===== src/rtl/regfile_write_arbiter.sv =====
// Write-port owner for an N-word register file: init sweep to INIT_VALUE, then
// arbitrates requesters A/B. Define ARB_ROUND_ROBIN_EN for alternating priority.
module regfile_write_arbiter #(
  parameter int             M          = 4,
  parameter int             N          = 16,
  parameter int             W          = 8,
  parameter logic [W-1:0]   INIT_VALUE = '0
) (
  input  logic         clk,
  input  logic         rst_n,
  input  logic         clr,
  input  logic         req_a,
  input  logic [M-1:0] addr_a,
  input  logic [W-1:0] data_a,
  output logic         ready_a,
  input  logic         req_b,
  input  logic [M-1:0] addr_b,
  input  logic [W-1:0] data_b,
  output logic         ready_b,
  output logic         init_done,
  output logic         rf_wr_enable,
  output logic [M-1:0] rf_wr_addr,
  output logic [W-1:0] rf_din
);

  typedef enum logic {S_INIT, S_RUN} state_t;

  state_t         state_q, state_d;
  logic [M-1:0]   cnt_q, cnt_d;
  logic           init_done_q, init_done_d;
  logic           wr_en_q, wr_en_d;
  logic [M-1:0]   wr_addr_q, wr_addr_d;
  logic [W-1:0]   din_q, din_d;
  logic           grant_a, grant_b;
  logic           prio_a;

`ifdef ARB_ROUND_ROBIN_EN
  // ptr_q = 0 favours A, 1 favours B
  logic           ptr_q, ptr_d;
  assign prio_a = ~ptr_q;
`else
  assign prio_a = 1'b1;
`endif

  always_comb begin
    state_d     = state_q;
    cnt_d       = cnt_q;
    init_done_d = init_done_q;
    wr_en_d     = 1'b0;
    wr_addr_d   = wr_addr_q;
    din_d       = din_q;
    grant_a     = 1'b0;
    grant_b     = 1'b0;
`ifdef ARB_ROUND_ROBIN_EN
    ptr_d       = ptr_q;
`endif
    case (state_q)
      S_INIT: begin
        if (clr) begin
          cnt_d = '0;
        end else begin
          wr_en_d   = 1'b1;
          wr_addr_d = cnt_q;
          din_d     = INIT_VALUE;
          if (cnt_q == M'(N - 1)) begin
            state_d     = S_RUN;
            cnt_d       = '0;
            init_done_d = 1'b1;
          end else begin
            cnt_d = cnt_q + M'(1);
          end
        end
      end
      S_RUN: begin
        if (clr) begin
          state_d     = S_INIT;
          cnt_d       = '0;
          init_done_d = 1'b0;
        end else begin
          grant_a = req_a & (prio_a | ~req_b);
          grant_b = req_b & ~grant_a;
          if (grant_a) begin
            wr_en_d   = 1'b1;
            wr_addr_d = addr_a;
            din_d     = data_a;
          end else if (grant_b) begin
            wr_en_d   = 1'b1;
            wr_addr_d = addr_b;
            din_d     = data_b;
          end
`ifdef ARB_ROUND_ROBIN_EN
          if (grant_a | grant_b) ptr_d = ~ptr_q;
`endif
        end
      end
      default: state_d = S_INIT;
    endcase
  end

  // Reset is synchronous, so a request seen while rst_n is low never completes
  assign ready_a = grant_a & rst_n;
  assign ready_b = grant_b & rst_n;

  always_ff @(posedge clk) begin
    if (!rst_n) begin
      state_q     <= S_INIT;
      cnt_q       <= '0;
      init_done_q <= 1'b0;
      wr_en_q     <= 1'b0;
      wr_addr_q   <= '0;
      din_q       <= '0;
`ifdef ARB_ROUND_ROBIN_EN
      ptr_q       <= 1'b0;
`endif
    end else begin
      state_q     <= state_d;
      cnt_q       <= cnt_d;
      init_done_q <= init_done_d;
      wr_en_q     <= wr_en_d;
      wr_addr_q   <= wr_addr_d;
      din_q       <= din_d;
`ifdef ARB_ROUND_ROBIN_EN
      ptr_q       <= ptr_d;
`endif
    end
  end

  assign init_done    = init_done_q;
  assign rf_wr_enable = wr_en_q;
  assign rf_wr_addr   = wr_addr_q;
  assign rf_din       = din_q;

endmodule


===== config.mk =====
export PLATFORM = sky130hd
export DESIGN_NAME = regfile_write_arbiter
export DESIGN_NICKNAME = d
export VERILOG_FILES = /design/src/rtl/regfile_write_arbiter.sv
export SDC_FILE = /design/constraint.sdc
export NUM_CORES = 1
export LEC_CHECK = 0
export BUFFER_PORTS_ARGS = -buffer_cell sky130_fd_sc_hd__buf_2
export CAP_MARGIN = 40
export CORE_UTILIZATION = 35
export CTS_BUF_LIST = sky130_fd_sc_hd__clkbuf_8
export DETAILED_ROUTE_END_ITERATION = 7
export PLACE_DENSITY_LB_ADDON = 0.08
export SLEW_MARGIN = 25
export SYNTH_ARGS = -nofsm -noshare
export SYNTH_HDL_FRONTEND = slang
export SYNTH_SLANG_ARGS = --single-unit

===== constraint.sdc =====
create_clock -name clk -period 1.6 [get_ports clk]
set_clock_uncertainty 0.1 [all_clocks]
set_input_delay 0.32 -clock clk [delete_from_list [all_inputs] [get_ports clk]]
set_output_delay 0.32 -clock clk [all_outputs]
set_load 0.05 [all_outputs]

# Yosys cells after proc, flatten, opt, wreduce, memory -nomap -nowiden
# Index checks and enable logic that the tools add are counted.
[classes]
addsub = 1
n_eq_ne = 6
n_mux = 30
bitwise_logic = 5
n_reduce_logical = 2
[op_table]
columns = ["cell", "count"]
rows = [
  ["8-bit 2-to-1 mux", 4],
  ["4-bit 2-to-1 mux", 7],
  ["4-bit one-hot mux with 2 select lines", 2],
  ["8-bit one-hot mux with 2 select lines", 1],
  ["1-bit 2-to-1 mux", 13],
  ["2-bit != test (second input constant)", 4],
  ["1-bit one-hot mux with 2 select lines", 3],
  ["3-bit AND reduction", 2],
  ["4-bit by 1-bit adder with 4-bit output (second input constant)", 1],
  ["4-bit equality test (second input constant)", 1],
  ["1-bit bitwise AND", 3],
  ["3-bit by 2-bit != test with 1-bit output (second input constant)", 1],
  ["1-bit inverter", 2],
]
[totals]
register_bits = 19
input_bits = 29
output_inout_bits = 16
wordCells = 50

# Longest topological paths before layout
[logic_depth]
ltp_word = 6
depth_mapped = 5

# Worst setup path before layout
# OpenSTA, ideal clock, no wires.
[synth_timing]
path_kind = "input-to-output"
start = "input clr"
end = "output ready_b"
t_arrival_ps = 1237
path_slack_ps = -57
path_stages = 4
cell_sequence = "nand2b_1 buf_2 nor2_2 and2_1"
[synth_between]
elab_chain_len = 3
[synth_rtl]
columns = ["element", "line_no", "source"]
rows = [
  ["start, declared", "11", "input logic clr,"],
  ["1-bit 2-to-1 mux", "75", "if (clr) begin"],
  ["1-bit 2-to-1 mux", "57", "case (state_q)"],
  ["1-bit bitwise AND", "102", "assign ready_b = grant_b & rst_n;"],
  ["end, declared", "19", "output logic ready_b,"],
]
# No other way between the ends.

# Worst setup path in the final report
[layout_timing]
start = "register state_q"
end = "output ready_b"
[layout_between]
elab_chain_len = 2
[layout_rtl]
columns = ["element", "line_no", "source"]
rows = [
  ["start, declared", "28", "state_t state_q, state_d;"],
  ["start signal, assigned", "116", "state_q <= state_d;"],
  ["1-bit 2-to-1 mux", "57", ""],
  ["1-bit bitwise AND", "102", ""],
]
# No other way between the ends.

==> results.sh <==
export IMPL_status="completed"
export IMPL_place_area_um2=1180
export IMPL_synth_compound_area_share_pct=24.3
export IMPL_final_setup_tns_ns=0
export IMPL_power_internal_uw=711
export IMPL_maxSlewHeadroom_pct=80.5
export IMPL_p_seq_share_pct=51.0
export IMPL_final_nets=181
export IMPL_worstMarginPinSlew_ns=0.292
export IMPL_clock_latency_ns=0.25
export IMPL_grt_met3_usage_pct=4.06
export IMPL_pwr_share_comb_pct=13.1
export IMPL_synthCells=99
export IMPL_wl_per_cell_um=11.3
export IMPL_finalCriticalPeriod_ns=1.55
export IMPL_endpoint_kind="output port"
export IMPL_cp_slowest_stage_delay_ns=0.34
export IMPL_power_net_switching_uw=236
export IMPL_hp_class="input port to flop"
export IMPL_synth_edff_count=0
export IMPL_fill_cells=235
export IMPL_grt_pass1_vias=773
export IMPL_gp_congestion=0.662
export IMPL_ant_nets=0
export IMPL_fin_crit_sh_pct=96.6
export IMPL_synth_area_leader_cell="dfxtp_1"
export IMPL_place_ws_ns=0.0173
export IMPL_yosysWarnings=0
export IMPL_synth_nets=129
export IMPL_cp_arrival_ns=1.13
export IMPL_cp_cell_sequence="inv_1 > nor2_4 > and2_2 > buf_6"
export IMPL_numPortBuffers=44
export IMPL_dieWidth_um=52.7
export IMPL_grt_remaining_overflow=0
export IMPL_async_flop_share_pct=0
export IMPL_setup_violations=0
export IMPL_syn_area_per_cell_um2=9.09
export IMPL_routed_wl_um=2030
export IMPL_num_antenna_cells=0
export IMPL_hold_viol=0
export IMPL_hp_start="rst_n"
export IMPL_layout_drive_gt1_share_pct=42.0
export IMPL_ys_seq_elements=19
export IMPL_ys_seq_area_share_pct=42.3
export IMPL_die_y_um=52.7
export IMPL_crit_fanout=4
export IMPL_grt_use_met1_pct=18.5
export IMPL_synth_area_top_cells="dfxtp_1, a22o_1, mux2i_1"
export IMPL_cp_data_required_time_ns=1.18
export IMPL_cap_violations=0
export IMPL_leakage_uw=0.000613
export IMPL_vias_per_cell=4.79
export IMPL_synth_top_family_by_area="compound AO/OA/AOI/OAI gates"
export IMPL_netlist_top_cells_count="dfxtp_1, nand2_1, nor2_1"
export IMPL_fmax_mhz=647
export IMPL_critPathSlowestCell="dfxtp_2"
export IMPL_io_pins=45
export IMPL_grt_pass1_wl_um=3210
export IMPL_cts_resized=5
export IMPL_core_area_um2=2450
export IMPL_postCtsSetupRepairBufs=0
export IMPL_use_met2_pct=27.2
export IMPL_grt_start_max_net_pins=14
export IMPL_fin_hold_ws_ns=0.229
export IMPL_grt_setup_unrepaired="no"
export IMPL_clk_pin_slew_worst_paths_ns=0.07
export IMPL_drv_slew=0
export IMPL_numCtsBuffers=3
export IMPL_finalPower_uw=948
export IMPL_critPathLaunchType="flop"
export IMPL_initialDrtViolationCount=15
export IMPL_cts_htree_levels=1
export IMPL_seqCellArea_um2=382
export IMPL_synth_mux_area_share_pct=6.68
export IMPL_finalInstanceArea_um2=1250
export IMPL_synth_distinct_cells=29
export IMPL_swShare_pct=24.9
export IMPL_yosysMostFrequentCell="dfxtp_1"
export IMPL_multi_input_area_um2=479
export IMPL_ys_flop_type="dfxtp_1"
export IMPL_p_clk_share_pct=35.8
export IMPL_firstDrtPassIters=4
export IMPL_synth_top_area_share_pct=42.3
export IMPL_clk_path_buf_depth=2
export IMPL_synthSimpleGateAreaFrac_pct=19.1
export IMPL_numClockSinks=19
export IMPL_hold_buffers=0
export IMPL_vias=862
export IMPL_gr_max_usage_layer="met2"
export IMPL_rows=18
export IMPL_grt_usage_pct=15.9
export IMPL_layout_setup_ws_ns=0.0542
export IMPL_syn_area_um2=900
export IMPL_setup_worst_path_start="state_q"
export IMPL_p_per_area_nw_per_um2=759
export IMPL_dieArea_um2=2780
export IMPL_drc=0
export IMPL_cts_tree="yes"
export IMPL_areaGrowthSynthToFinish_pct=38.8
export IMPL_ir_drop_uv=421
export IMPL_synth_adder_area_share_pct=1.39
export IMPL_crit_type="flop to output port"
export IMPL_clockRootBuffer="clkbuf_8"
export IMPL_hpwl_um=1580
export IMPL_antenna_found_initial=0
export IMPL_timing_rr_start="state_q"
export IMPL_synthXorXnorAreaFrac_pct=0.974
export IMPL_start_util_pct=36.6
## power groups by stage
stage               Sequential [uW]  Combinational, uW  Clock (uW)
floorplan                       508               57.5           0
global placement                495                123           0
detailed placement              495                125           0
CTS                             483                126         350
global route                    485                138         373
finish                          484                124         340
## logic make-up (layout without fill, tap and decap cells)
kind of cell             count (synthesis)  count (layout)
adder cells (fa/ha/maj)                  1               1
AO/OA/AOI/OAI                           30              30
flip-flops                              19              19
multiplexers                             6               6
buffers and inverters                    7              58
XOR/XNOR                                 1               1
AND/OR/NAND/NOR                         35              35
## sequential cells by signal (all words and copies together) (netlist names)
register	cells
cnt_q	4
init_done	1
rf_din	8
rf_wr_addr	4
rf_wr_enable	1
state_q	1
## worst paths after layout
check                           depth (start not counted)  slack, ns            end
worst min-delay path                                    2       0.23  rf_wr_addr[2]
worst min register to register                          1       0.37      rf_din[6]
worst max register to register                          3       0.35  rf_wr_addr[2]
worst max-delay path                                    4       0.05        ready_b
## critical path: cells and delay by family (launching register included)
kind | cells | cell delay [ns]
simple gates | 2 | 0.31
flops | 1 | 0.34
buf+inv | 2 | 0.23
## layout make-up
type | count | area share, %
multi-input combinational | 73 | 38.4
sequential | 19 | 30.6
timing repair buffer | 53 | 24.0
clock buffer | 3 | 3.31
tap | 30 | 3.01
clock inverter | 1 | 0.401
inverter | 1 | 0.301
## per-layer routing
metal | wire length, um | part of all wire [%]
met3 | 134 | 6.6
met1 | 978 | 48
met5 | 0 | 0
met2 | 895 | 44
met4 | 21 | 1.0
## metrics by stage
| step | instances | util (%) |
|---|---|---|
| 2_1_floorplan | 99 | - |
| 3_5_place_dp | 176 | 48.2 |
| 3_3_place_gp | 176 | 48.2 |
| 6_report | 180 | 50.9 |
| 4_1_cts | 180 | 50.8 |
| 5_1_grt | 180 | 50.9 |
## layout by cell type, fill, tap and decap left out, types with 3 or more instances in the layout
cell type  netlist  final
buf_2            2     42
dfxtp_1         19     18
nand2_1         14     14
nor2_1          10     10
a22o_1           9      9
buf_4            3      9
o21ai_0          6      6
mux2i_1          6      6
nor2b_1          3      3
a21oi_1          3      3
clkbuf_8         0      3
Power figures use the tool's default switching activity.
